File: config.mk
export PLATFORM = sky130hd
export DESIGN_NAME = cam_frame_capture
export DESIGN_NICKNAME = d
export VERILOG_FILES = /design/src/rtl/cam_frame_capture.sv
export SDC_FILE = /design/constraint.sdc
export NUM_CORES = 1
export LEC_CHECK = 0
export BUFFER_PORTS_ARGS = -buffer_cell sky130_fd_sc_hd__buf_2
export CORE_MARGIN = 5
export CORE_UTILIZATION = 25
export DETAILED_ROUTE_END_ITERATION = 16
export GPL_ROUTABILITY_DRIVEN = 0
export GPL_TIMING_DRIVEN = 0
export HOLD_SLACK_MARGIN = 0.08
export PLACE_DENSITY = 0.48
export SKIP_LAST_GASP = 1
export SYNTH_ARGS = -nofsm -noshare
export SYNTH_HDL_FRONTEND = slang
export SYNTH_SLANG_ARGS = --single-unit
File: constraint.sdc
create_clock -name clk -period 2.25 [get_ports clk]
set_input_delay 0.3375 -clock clk [delete_from_list [all_inputs] [get_ports clk]]
set_output_delay 0.3375 -clock clk [all_outputs]
set_load 0.02 [all_outputs]
File: src/rtl/cam_frame_capture.sv
// Camera capture path: samples an OV7670-style bus in the system clock domain, assembles pixels,
// applies format conversion and decimation, and emits linear-address RAM write strobes.
module cam_frame_capture #(
  parameter int H_ACTIVE   = 640,
  parameter int V_ACTIVE   = 480,
  parameter int DECIM_LOG2 = 0,
  parameter int ADDR_W     = 19,
  parameter int OUT_W      = 16
) (
  input  logic              clk,
  input  logic              reset,
  input  logic              cam_pclk,
  input  logic              cam_vsync,
  input  logic              cam_href,
  input  logic [7:0]        cam_data,
  input  logic [1:0]        mode,
  input  logic              continuous,
  input  logic              start,
  output logic              busy,
  output logic              frame_done,
  output logic              line_err,
  output logic              wr_en,
  output logic [ADDR_W-1:0] wr_addr,
  output logic [OUT_W-1:0]  wr_data,
  output logic [1:0]        fsm_state
);

  localparam int XW    = $clog2(H_ACTIVE + 1) + 1;
  localparam int YW    = $clog2(V_ACTIVE + 1) + 1;
  localparam int TOTAL = (H_ACTIVE >> DECIM_LOG2) * (V_ACTIVE >> DECIM_LOG2);
  localparam int DMASK = (1 << DECIM_LOG2) - 1;

  typedef enum logic [1:0] {IDLE, WAIT_VS, CAPTURE, DONE} state_t;

  state_t            state;
  logic              pclk_s1, pclk_s2, pclk_prev;
  logic              vsync_s1, vsync_s2, vs_d, vs_d2;
  logic              href_s1, href_s2, href_d, href_d2;
  logic [7:0]        data_s1, data_s2, data_d;
  logic              pix_ev;
  logic              phase;
  logic [7:0]        hi;
  logic [XW-1:0]     x;
  logic [YW-1:0]     y;
  logic [ADDR_W-1:0] addr;
  logic              full;
  logic [1:0]        mode_q;

  // pix_ev, href_d, vs_d and data_d are all one stage behind the synchronisers, so they line up.
  always_ff @(posedge clk or negedge reset) begin
    if (!reset) begin
      pclk_s1 <= 1'b0; pclk_s2 <= 1'b0; pclk_prev <= 1'b0;
      vsync_s1 <= 1'b0; vsync_s2 <= 1'b0; vs_d <= 1'b0; vs_d2 <= 1'b0;
      href_s1 <= 1'b0; href_s2 <= 1'b0; href_d <= 1'b0; href_d2 <= 1'b0;
      data_s1 <= 8'h00; data_s2 <= 8'h00; data_d <= 8'h00;
      pix_ev <= 1'b0;
    end else begin
      pclk_s1 <= cam_pclk;   pclk_s2 <= pclk_s1;   pclk_prev <= pclk_s2;
      vsync_s1 <= cam_vsync; vsync_s2 <= vsync_s1; vs_d <= vsync_s2; vs_d2 <= vs_d;
      href_s1 <= cam_href;   href_s2 <= href_s1;   href_d <= href_s2; href_d2 <= href_d;
      data_s1 <= cam_data;   data_s2 <= data_s1;   data_d <= data_s2;
      pix_ev <= pclk_s2 & ~pclk_prev;
    end
  end

  logic vs_fall, vs_rise, href_fall, keep;
  assign vs_fall   = vs_d2 & ~vs_d;
  assign vs_rise   = ~vs_d2 & vs_d;
  assign href_fall = href_d2 & ~href_d;
  assign keep      = (x < XW'(H_ACTIVE)) && ((x & XW'(DMASK)) == '0) &&
                     ((y & YW'(DMASK)) == '0) && !full;

  function automatic logic [OUT_W-1:0] fmt(input logic [1:0] m, input logic [7:0] h,
                                           input logic [7:0] l);
    case (m)
      2'd0:    fmt = OUT_W'(h[7:4]);
      2'd2:    fmt = OUT_W'({h[7:5], h[2:0], l[4:3]});
      default: fmt = OUT_W'({h, l});
    endcase
  endfunction

  always_ff @(posedge clk or negedge reset) begin
    if (!reset) begin
      state      <= IDLE;
      busy       <= 1'b0;
      frame_done <= 1'b0;
      line_err   <= 1'b0;
      wr_en      <= 1'b0;
      wr_addr    <= '0;
      wr_data    <= '0;
      phase      <= 1'b0;
      hi         <= 8'h00;
      x          <= '0;
      y          <= '0;
      addr       <= '0;
      full       <= 1'b0;
      mode_q     <= 2'd0;
    end else begin
      wr_en      <= 1'b0;
      frame_done <= 1'b0;
      case (state)
        IDLE, DONE: begin
          if (start || continuous) begin
            state  <= WAIT_VS;
            busy   <= 1'b1;
            mode_q <= mode;
            if (start) line_err <= 1'b0;
          end else begin
            state <= IDLE;
          end
        end
        WAIT_VS: begin
          if (vs_fall) begin
            state <= CAPTURE;
            x     <= '0;
            y     <= '0;
            addr  <= '0;
            full  <= 1'b0;
            phase <= 1'b0;
          end
        end
        CAPTURE: begin
          if (vs_rise || y == YW'(V_ACTIVE)) begin
            state      <= DONE;
            busy       <= 1'b0;
            frame_done <= 1'b1;
          end else if (href_fall) begin
            phase <= 1'b0;
            x     <= '0;
            if (y != '1) y <= y + 1'b1;
            if (x != XW'(H_ACTIVE)) line_err <= 1'b1;
          end else if (pix_ev && href_d) begin
            if (!phase) begin
              hi    <= data_d;
              phase <= 1'b1;
            end else begin
              phase <= 1'b0;
              if (x != '1) x <= x + 1'b1;
              if (keep) begin
                wr_en   <= 1'b1;
                wr_addr <= addr;
                wr_data <= fmt(mode_q, hi, data_d);
                // The last address sets full instead of wrapping to 0.
                if (addr == ADDR_W'(TOTAL - 1)) full <= 1'b1;
                else addr <= addr + 1'b1;
              end
            end
          end
        end
        default: state <= IDLE;
      endcase
    end
  end

  assign fsm_state = state;

endmodule

==> flow_metrics.tcl, run 1 <==
set metrics [dict create \
    antenna_found_initial 0 \
    period_needed_ns 2.29 \
    synth_xor_area_frac 0 \
    fmax_mhz 437 \
    hold_viol 0 \
    cts_htree_levels 4 \
    worstSetupPathType "flip-flop to flip-flop" \
    finalSetupViolCount 1 \
    switchingPower_w 0.00246 \
    critPathMaxStageDelay_ns 0.51 \
    synth_mux_area_frac 0.0777 \
    areaGrowthSynthToFinish_pct 30.9 \
    drive_gt1_frac 0.282 \
    wl_per_cell_um 15.6 \
    grt_pass1_wl_um 23900 \
    violations "setup timing" \
    initial_core_util 0.253 \
    yosys.area_share.simple 0.171 \
    route.detailed.drc 0 \
    combinationalPowerShare 0.260 \
    worstHoldPathType "input pin to flip-flop" \
    core_um2 22500 \
    status "finished with violations" \
    crit_chain "inv_2, ha_4, or4b_4, or4_4, and3_4, a41o_1, a21o_1" \
    viasPerCell 4.91 \
    vdd_drop_max_mv 0.689 \
    worstSetupStartpointType "flip-flop" \
    drv_slew 0 \
    postSynthAreaPerCell_um2 10.9 \
    design_area_um2 7440 \
    final_cells 926 \
    synthesis.nets 546 \
    synth-main-ff-cell "dfrtp_1" \
    routed-via-count 4548 \
    worstPathArrival_ns 2.60 \
    n_antenna_cell 0 \
    post-place-ws_ns -0.620 \
    power.density_nw_per_um2 1040 \
    ys_seq_area_frac 0.568 \
    grt_pass1_vias 4574 \
    min_period_over_period 1.02 \
    p_int_w 0.00527 \
    crit_buf_inv 1 \
    routed_wirelength_um 14400 \
    whs_ns 0.176 \
    netlist_instances 522 \
    ioPinCount 58 \
    num_rows 55 \
    track_usage 0.114 \
    first_iter_violations 222 \
    power_frac_seq 0.357 \
    fin_ws_ns -0.0374 \
    nNetsFinal 652 \
    grt_max_degree 77 \
    cts_tree "done" \
    crit_family "simple AND/OR/NAND/NOR gates" \
    grt_overflow 0 \
    firstDrtPassIters 5 \
    synth_area_um2 5690 \
    rsz0062_at_grt "true" \
    clk_latency_ns 0.43 \
    antenna_left 0 \
    dieWidth_um 161 \
    synth_edf_count 0 \
    layout_common_cells "dfrtp_1, buf_2, nand2_1" \
    p_leak_nw 3.53 \
    numCtsBuffers 17 \
    synth_top_family_by_area "simple AND/OR/NAND/NOR gates" \
    final.setup_skew_ns 0.0162 \
    dpl.hpwl_um 9980 \
    clkPwrFrac 0.382 \
    ys_types 61 \
    required_ns 2.56 \
    placed_cell_area_um2 6360 \
    slowest_stage "or4_4" \
    die-area_um2 25900 \
    crit_path_end_kind "flip-flop" \
    critPathMaxFanout 5 \
    io_buffers 57 \
    yosys_warnings 0 \
    maxCapViolations 0 \
    synthAdderAreaFrac 0.0154 \
    die_height_um 161 \
    async_flop_share 1.00 \
    cts_buffer_depth 2 \
    tightest_slew_ns 0.800 \
    mostFrequentLayoutCell "dfrtp_1" \
    maxSlewHeadroom 0.461 \
    place_inst 865 \
    swShare 0.318 \
    synth-seq-cells 129 \
    cts_num_sinks 129 \
    clk_pin_slew_worst_paths_ns 0.06 \
    synth_compound_area_frac 0.139 \
    cts-root-buf "clkbuf_16" \
]
-- worst paths after layout --
check                      depth (start not counted)                     to                from  slack [ns]
max                                                7   addr[10]$_DFFE_PN0P_    y[0]$_DFFE_PN0P_       -0.04
min reg2reg                                        0     vsync_s2$_DFF_PN0_  vsync_s1$_DFF_PN0_        0.35
max in group asynchronous                          3       y[7]$_DFFE_PN0P_               reset        1.07
min in group asynchronous                          2   data_s2[0]$_DFF_PN0_               reset        0.43
max reg2reg                                        7   addr[10]$_DFFE_PN0P_    y[0]$_DFFE_PN0P_       -0.04
min                                                2  mode_q[1]$_DFFE_PN0P_             mode[1]        0.18
-- layout make-up --
cell class,count,area [µm²]
fill,2227,15100
sequential,129,3230
multi-input combinational,354,2430
timing repair buffer,90,608
clock buffer,19,453
tap,285,357
clock inverter,13,183
buffer,22,128
inverter,14,52.6
-- flip-flops by register name, summed over array words and instances, names as in the netlist, 2 cells and up --
| signal | cells |
|---|---|
| addr | 19 |
| data_d | 8 |
| data_s1 | 8 |
| data_s2 | 8 |
| fsm_state | 2 |
| hi | 8 |
| mode_q | 2 |
| wr_addr | 19 |
| wr_data | 16 |
| x | 11 |
| y | 10 |
-- cell usage after synthesis, types with 7 or more instances --
| master | number | area share |
|---|---|---|
| nor3_1 | 14 | 0.012 |
| nand3_1 | 26 | 0.023 |
| nand2b_1 | 9 | 0.0099 |
| nand4_1 | 12 | 0.013 |
| clkbuf_1 | 17 | 0.011 |
| dfrtp_1 | 129 | 0.57 |
| a21oi_1 | 23 | 0.020 |
| mux2_2 | 32 | 0.063 |
| nand2_1 | 49 | 0.032 |
| o21ai_0 | 39 | 0.034 |
| ha_1 | 7 | 0.015 |
| and3_1 | 16 | 0.018 |
| nor2_1 | 23 | 0.015 |
| a21o_1 | 7 | 0.0092 |
| mux2i_1 | 7 | 0.012 |
| nor4_1 | 7 | 0.0077 |
| inv_1 | 14 | 0.0092 |
| o31ai_1 | 8 | 0.011 |
-- stage by stage --
stage | setup TNS, ns | power [W] | util
final | -0.0374 | 0.00773 | 0.331
after global routing | -0.619 | 0.00816 | 0.331
after CTS | -1.67 | 0.00767 | 0.325
after detailed placement | -15.02 | 0.00443 | 0.283
after global placement | -126.24 | 0.00438 | 0.281
after floorplan | 0 | 0.00381 | -
-- timing repair --
item                                    CTS  global route
endpoints found under the setup margin   79            86
pin swaps                                 4            14
resized for setup                        29            16
buffers inserted                         11             7
gates cloned                              1             1
endpoints found under the hold margin    64             0
hold buffers                             12             0
-- metal layers --
layer / part of all wire / track usage
met1: 0.47 / 0.152
met2: 0.47 / 0.176
met3: 0.048 / 0.0326
met4: 0.016 / 0.0407
met5: 0 / 0
-- cell families (layout without fill, tap and decap cells) --
group,count (synthesis),count (layout)
multiplexers,40,40
AO/OA/AOI/OAI,123,123
flip-flops,129,129
AND/OR/NAND/NOR,184,184
buffers and inverters,39,158
adder cells (fa/ha/maj),7,7
-- power groups by stage --
stage	clock network, W	registers [W]	logic (W)
final	0.00296	0.00276	0.00201
after detailed placement	0	0.00280	0.00162
after global placement	0	0.00280	0.00158
after floorplan	0	0.00279	0.00103
after global routing	0.00314	0.00280	0.00222
after CTS	0.00304	0.00277	0.00187
Note: power is estimated with default switching activity, not from simulation.
==> run 2, diff against run 1 <==
--- a/config.mk
+++ b/config.mk
@@ -14,3 +14,4 @@
 export HOLD_SLACK_MARGIN = 0.08
-export PLACE_DENSITY = 0.48
+export PLACE_DENSITY = 0.46
+export RECOVER_POWER = 25
 export SKIP_LAST_GASP = 1
==> constraint.sdc (replaced) <==
create_clock -name clk -period 2.64 [get_ports clk]
set_input_delay 0.132 -clock clk [delete_from_list [all_inputs] [get_ports clk]]
set_output_delay 0.132 -clock clk [all_outputs]
set_load 0.02 [all_outputs]
==> flow_metrics.tcl, run 2 (synthesis gave the netlist of run 1 again) <==
set metrics [dict create \
    reg2reg_depth 9 \
    postCtsSetupBuffers 0 \
    maxCapViolations 0 \
    antenna_left 0 \
    antenna_found_initial 0 \
    clkPwrFrac 0.411 \
    min_period_over_period 0.950 \
    viasPerCell 4.84 \
    tightest_slew_ns 1.41 \
    fin_ws_ns 0.132 \
    reg2reg_slack_ns 0.13 \
    n_antenna_cell 0 \
    vdd_drop_max_mv 0.483 \
    slowest_stage "or4b_4" \
    nNetsFinal 638 \
    first_iter_violations 164 \
    maxSlewHeadroom 0.0574 \
    drive_gt1_frac 0.219 \
    critPathMaxFanout 10 \
    grt_max_degree 75 \
    p_int_w 0.00433 \
    worstHoldStart "data_s2[4]$_DFF_PN0_" \
    hold_viol 0 \
    dieWidth_um 161 \
    finalSetupViolCount 0 \
    required_ns 2.95 \
    worstSetupPathType "flip-flop to flip-flop" \
    swShare 0.316 \
    final.setup_skew_ns 0.00897 \
    design_area_um2 7170 \
    power.density_nw_per_um2 883 \
    fmax_mhz 399 \
    rr_startpoint "y[0]$_DFFE_PN0P_" \
    mostFrequentLayoutCell "dfrtp_1" \
    initial_core_util 0.253 \
    num_rows 55 \
    cts_htree_levels 4 \
    final_cells 911 \
    worstPathArrival_ns 2.81 \
    grt-busiest-layer "met2" \
    die-area_um2 25900 \
    io_buffers 57 \
    ioPinCount 58 \
    met3_usage 0.0290 \
    rsz0062_at_grt "true" \
    cts_num_sinks 129 \
    use_met1 0.147 \
    route.detailed.drc 0 \
    placed_cell_area_um2 6360 \
    clk_pin_slew_worst_paths_ns 0.06 \
    grt_overflow 0 \
    hold_end "data_d[4]$_DFF_PN0_" \
    crit_buf_inv 3 \
    clk_latency_ns 0.41 \
    wl_per_cell_um 15.5 \
    die_height_um 161 \
    p_leak_nw 3.41 \
    post-place-ws_ns -0.196 \
    dpl.hpwl_um 9990 \
    holdPathStages 0 \
    grt_pass1_vias 4423 \
    firstDrtPassIters 4 \
    crit_chain "inv_1, ha_1, or4b_4, or4_1, clkbuf_1, nand3_2, buf_4, o22ai_1, a21o_1" \
    routed-via-count 4406 \
    core_um2 22500 \
    crit_path_end_kind "flip-flop" \
    areaGrowthSynthToFinish_pct 26.1 \
    status "completed" \
    combinationalPowerShare 0.218 \
    worstHoldPathType "flip-flop to flip-flop" \
    crit_family "simple AND/OR/NAND/NOR gates" \
    period_needed_ns 2.51 \
    numCtsBuffers 17 \
    place_inst 865 \
    track_usage 0.111 \
    gr-usage-met2 0.176 \
    switchingPower_w 0.00200 \
    critPathMaxStageDelay_ns 0.50 \
    reg_top3 "addr (19), wr_addr (19), wr_data (16)" \
    cts_buffer_depth 2 \
    drv_slew 0 \
    cts_tree "done" \
    grt_pass1_wl_um 23200 \
    worstSetupStartpointType "flip-flop" \
    reg2reg_to "addr[3]$_DFFE_PN0P_" \
    cts-root-buf "clkbuf_16" \
    power_frac_seq 0.371 \
    layout_common_cells "dfrtp_1, buf_2, nand2_1" \
    routed_wirelength_um 14100 \
]
-- run 2: changes by cell type in the layout (fill, tap and decap cells not counted), sizes merged --
| cell | delta |
|---|---|
| clkinv | -2 |
| dlygate4sd3 | +3 |
| inv | +2 |
| bufinv | +1 |
| clkbuf | +1 |
| buf | -20 |
-- run 2: metrics by stage --
| step | util | hold slack (ns) | total power (W) | TNS [ns] |
|---|---|---|---|---|
| 5_1_grt | 0.319 | 0.348 | 0.00668 | -0.0692 |
| 3_3_place_gp | 0.281 | 0.241 | 0.00374 | -44.80 |
| 4_1_cts | 0.319 | 0.252 | 0.00642 | 0 |
| 6_report | 0.319 | 0.347 | 0.00634 | 0 |
| 2_1_floorplan | - | -0.164 | 0.00325 | 0 |
| 3_5_place_dp | 0.283 | 0.135 | 0.00376 | -0.996 |
-- run 2: power by group through the flow --
stage	combinational [W]	sequential [W]	clock, W
6_report	0.00138	0.00235	0.00260
2_1_floorplan	0.000875	0.00238	0
3_5_place_dp	0.00137	0.00239	0
3_3_place_gp	0.00135	0.00238	0
4_1_cts	0.00140	0.00235	0.00267
5_1_grt	0.00154	0.00238	0.00276
-- run 2: metal layers --
layer / share of wire / vias up
met1: 0.48 / 2195
met4: 0.0098 / 0
met5: 0 / -
li1: - / 2110
met3: 0.037 / 10
met2: 0.47 / 91
-- run 2: worst reg2reg max path: stages, from the launching register on --
cell and delay [ns]:
dfrtp_1 0.39, inv_1 0.11, ha_1 0.15, or4b_4 0.50
or4_1 0.42, clkbuf_1 0.18, nand3_2 0.21, buf_4 0.22
o22ai_1 0.08, a21o_1 0.16
-- run 2: area by class of cell --
type	count	area, µm²
inverters	14	52.6
repair buffers	73	462
clock inverters	14	228
multi-input cells	354	2300
plain buffers	25	114
clock buffers	17	425
flip-flops and latches	129	3230
fillers	2245	15300
well taps	285	357
-- run 2: how the worst max path moves through the flow --
| stage | from | endpoint | slack (ns) | depth (start not counted) |
|---|---|---|---|---|
| 3_3_place_gp | reset | wr_addr[11]$_DFFE_PN0P_ | -0.35 | 1 |
| 5_1_grt | fsm_state[0]$_DFFE_PN0P_ | y[2]$_DFFE_PN0P_ | -0.03 | 8 |
| 2_1_floorplan | y[0]$_DFFE_PN0P_ | addr[10]$_DFFE_PN0P_ | 0.40 | 8 |
| 4_1_cts | fsm_state[0]$_DFFE_PN0P_ | x[9]$_DFFE_PN0P_ | 0.04 | 8 |
| 6_report | y[0]$_DFFE_PN0P_ | addr[3]$_DFFE_PN0P_ | 0.13 | 9 |
| 3_5_place_dp | fsm_state[0]$_DFFE_PN0P_ | y[5]$_DFFE_PN0P_ | -0.20 | 8 |
-- run 2: timing repair --
action | 4_1_cts | 5_1_grt
resized for setup | 2 | 3
endpoints found under the hold margin | 69 | 0
hold buffers | 15 | 0
endpoints found under the setup margin | 10 | 10
gates cloned | 0 | 0
==> run 3, diff against run 2 <==
Settings changed: ABC_AREA from default to 1, GPL_TIMING_DRIVEN 0 to 1.
==> flow_metrics.tcl, run 3 <==
set metrics [dict create \
    ioPinCount 58 \
    grt_pass1_vias 4449 \
    post-place-ws_ns 0.478 \
    async_flop_share 1.00 \
    n_fill_cell 2539 \
    synth-main-ff-cell "dfrtp_1" \
    synth_edf_count 0 \
    worstHoldPathType "input pin to asynchronous set/reset pin" \
    worstSetupStartpointType "flip-flop" \
    slowest_stage "nor2_2" \
    synth_common_cells "nand2_1, dfrtp_1, nor2_1" \
    route.detailed.drc 0 \
    p_leak_nw 3.54 \
    grt_max_degree 93 \
    synth_top_area_frac 0.535 \
    crit_chain "inv_1, ha_1, nand2_2, inv_2, nand4_1, nand3_2, nor2_2, nand2_1, nand2_1" \
    routed-via-count 4617 \
    switchingPower_w 0.00232 \
    fin_tns_setup_ns 0 \
    mostFrequentLayoutCell "nand2_1" \
    status "completed" \
    swShare 0.353 \
    crit_path_end_kind "flip-flop" \
    path_common_cell "nand2_1" \
    p_int_w 0.00425 \
    reg2reg_slack_ns 0.50 \
    worstSetupPathType "flip-flop to flip-flop" \
    vdd_drop_max_mv 0.348 \
    min_period_over_period 0.812 \
    fmax_mhz 466 \
    areaGrowthSynthToFinish_pct 22.0 \
    netlist_instances 711 \
    num_rows 56 \
    ys_types 34 \
    cts_num_sinks 129 \
    final_cells 1118 \
    yosysTopAreaCell "dfrtp_1" \
    clk_pin_slew_worst_paths_ns 0.06 \
    drv_slew 0 \
    yosys_warnings 0 \
    critPathMaxFanout 12 \
    synth-seq-cells 129 \
    maxCapViolations 0 \
    synth_area_um2 6030 \
    ctsResizeCount 0 \
    dieWidth_um 165 \
    required_ns 3.00 \
    first_iter_violations 252 \
    postSynthAreaPerCell_um2 8.49 \
    maxSlewHeadroom 0.668 \
    synthTopCellsByArea "dfrtp_1, nand2_1, o21ai_0, nor2_1, inv_1" \
    place_inst 1072 \
    nNetsFinal 810 \
    antenna_found_initial 0 \
    grt_pass1_wl_um 22900 \
    routed_wirelength_um 13600 \
    dpl.hpwl_um 9530 \
    final.setup_skew_ns 0.0200 \
    io_buffers 57 \
    tightest_slew_ns 0.498 \
    whs_ns 0.171 \
    power_frac_seq 0.362 \
    die_height_um 165 \
    combinationalPowerShare 0.269 \
    synth.most_common_cell "nand2_1" \
    initial_core_util 0.256 \
    period_needed_ns 2.14 \
    clkPwrFrac 0.369 \
    grt_overflow 0 \
    critPathMaxStageDelay_ns 0.46 \
    n_antenna_cell 0 \
    track_usage 0.105 \
    rsz0062_at_grt "false" \
    cts-root-buf "clkbuf_16" \
    synthesis.nets 735 \
    reg_top3 "addr (19), wr_addr (19), wr_data (16)" \
    cts_tree "done" \
    numCtsBuffers 17 \
    drive_gt1_frac 0.170 \
    clk_latency_ns 0.42 \
    power.density_nw_per_um2 892 \
    die-area_um2 27300 \
    cts_htree_levels 4 \
    firstDrtPassIters 4 \
    finalSetupViolCount 0 \
    layout_common_cells "nand2_1, dfrtp_1, nor2_1" \
    ys_seq_area_frac 0.535 \
    core_um2 23600 \
    antenna_left 0 \
    cts_buffer_depth 2 \
    fin_ws_ns 0.495 \
    viasPerCell 4.13 \
    worstPathArrival_ns 2.51 \
    hold_viol 0 \
    wl_per_cell_um 12.1 \
]
[run 3: cell count changes in the layout (fill, tap and decap cells not counted), moves of 8 or more]
cell and change:
inv_1 +47, nand2_1 +194, clkbuf_1 -14, nor2_1 +42
o21ai_1 +12, o21ai_0 +25, and3_1 -16, mux2_2 -32
nand3_1 -9, nand2_2 +12, nand2b_1 -9, inv_2 +8
[run 3: critical path, delay by kind of cell (launching register included)]
kind	cells	cell delay, ns
fa+ha+maj	1	0.28
flops	1	0.40
buf+inv	2	0.17
simple gates	6	1.26
[run 3: logic make-up after synthesis]
| logic type | count (synthesis) | share of synthesized area |
|---|---|---|
| AND/OR/NAND/NOR | 372 | 0.271 |
| flip-flops | 129 | 0.535 |
| AO/OA/AOI/OAI | 103 | 0.0935 |
| buffers and inverters | 90 | 0.0718 |
| XOR/XNOR | 10 | 0.0145 |
| adder cells (fa/ha/maj) | 7 | 0.0145 |
[run 3: area by class of cell]
class                           count  area (µm²)  area share
Clock buffer                       20         457      0.0620
Clock inverter                     12         158      0.0214
Inverter                           69         259      0.0352
Multi-Input combinational cell    492        2370       0.322
Sequential cell                   129        3230       0.439
Tap cell                          319         399      0.0542
Timing Repair Buffer               77         488      0.0663
[run 3: worst paths after layout]
path                                          start                    to  depth (start not counted)
setup / recovery           fsm_state[0]$_DFFE_PN0P_      x[4]$_DFFE_PN0P_                          9
min in group clk                              start  line_err$_DFFE_PN0P_                          5
max in group asynchronous                     reset  addr[11]$_DFFE_PN0P_                          3
hold reg to reg                data_s2[1]$_DFF_PN0_   data_d[1]$_DFF_PN0_                          0
setup reg to reg           fsm_state[0]$_DFFE_PN0P_      x[4]$_DFFE_PN0P_                          9
hold / removal                                reset      x[1]$_DFFE_PN0P_                          2
[run 3: power by group through the flow]
| stage | Combinational [W] | Clock [W] | Sequential (W) |
|---|---|---|---|
| finish | 0.00176 | 0.00242 | 0.00238 |
| global route | 0.00201 | 0.00258 | 0.00242 |
| CTS | 0.00181 | 0.00250 | 0.00238 |
| detailed placement | 0.00179 | 0 | 0.00242 |
| global placement | 0.00180 | 0 | 0.00242 |
| floorplan | 0.00132 | 0 | 0.00244 |
[run 3: timing repair]
action / 4_1_cts / 5_1_grt
hold buffers: 14 / 0
buffers inserted: 0 / 0
hold endpoints to repair: 50 / 0
[run 3: layer usage]
layer | vias up | part of all wire | GRT usage
li1 | 2401 | - | -
met1 | 2140 | 0.50 | 0.145
met2 | 64 | 0.45 | 0.160
met3 | 12 | 0.041 | 0.0295
met4 | 0 | 0.0089 | 0.0337
met5 | - | 0 | 0
[run 3: per-stage QoR]
stage / power, W / cell area (µm²) / utilization
floorplan: 0.00376 / 6030 / -
global placement: 0.00421 / 6610 / 0.280
detailed placement: 0.00421 / 6610 / 0.280
CTS: 0.00670 / 7360 / 0.312
global route: 0.00702 / 7360 / 0.312
finish: 0.00657 / 7360 / 0.312
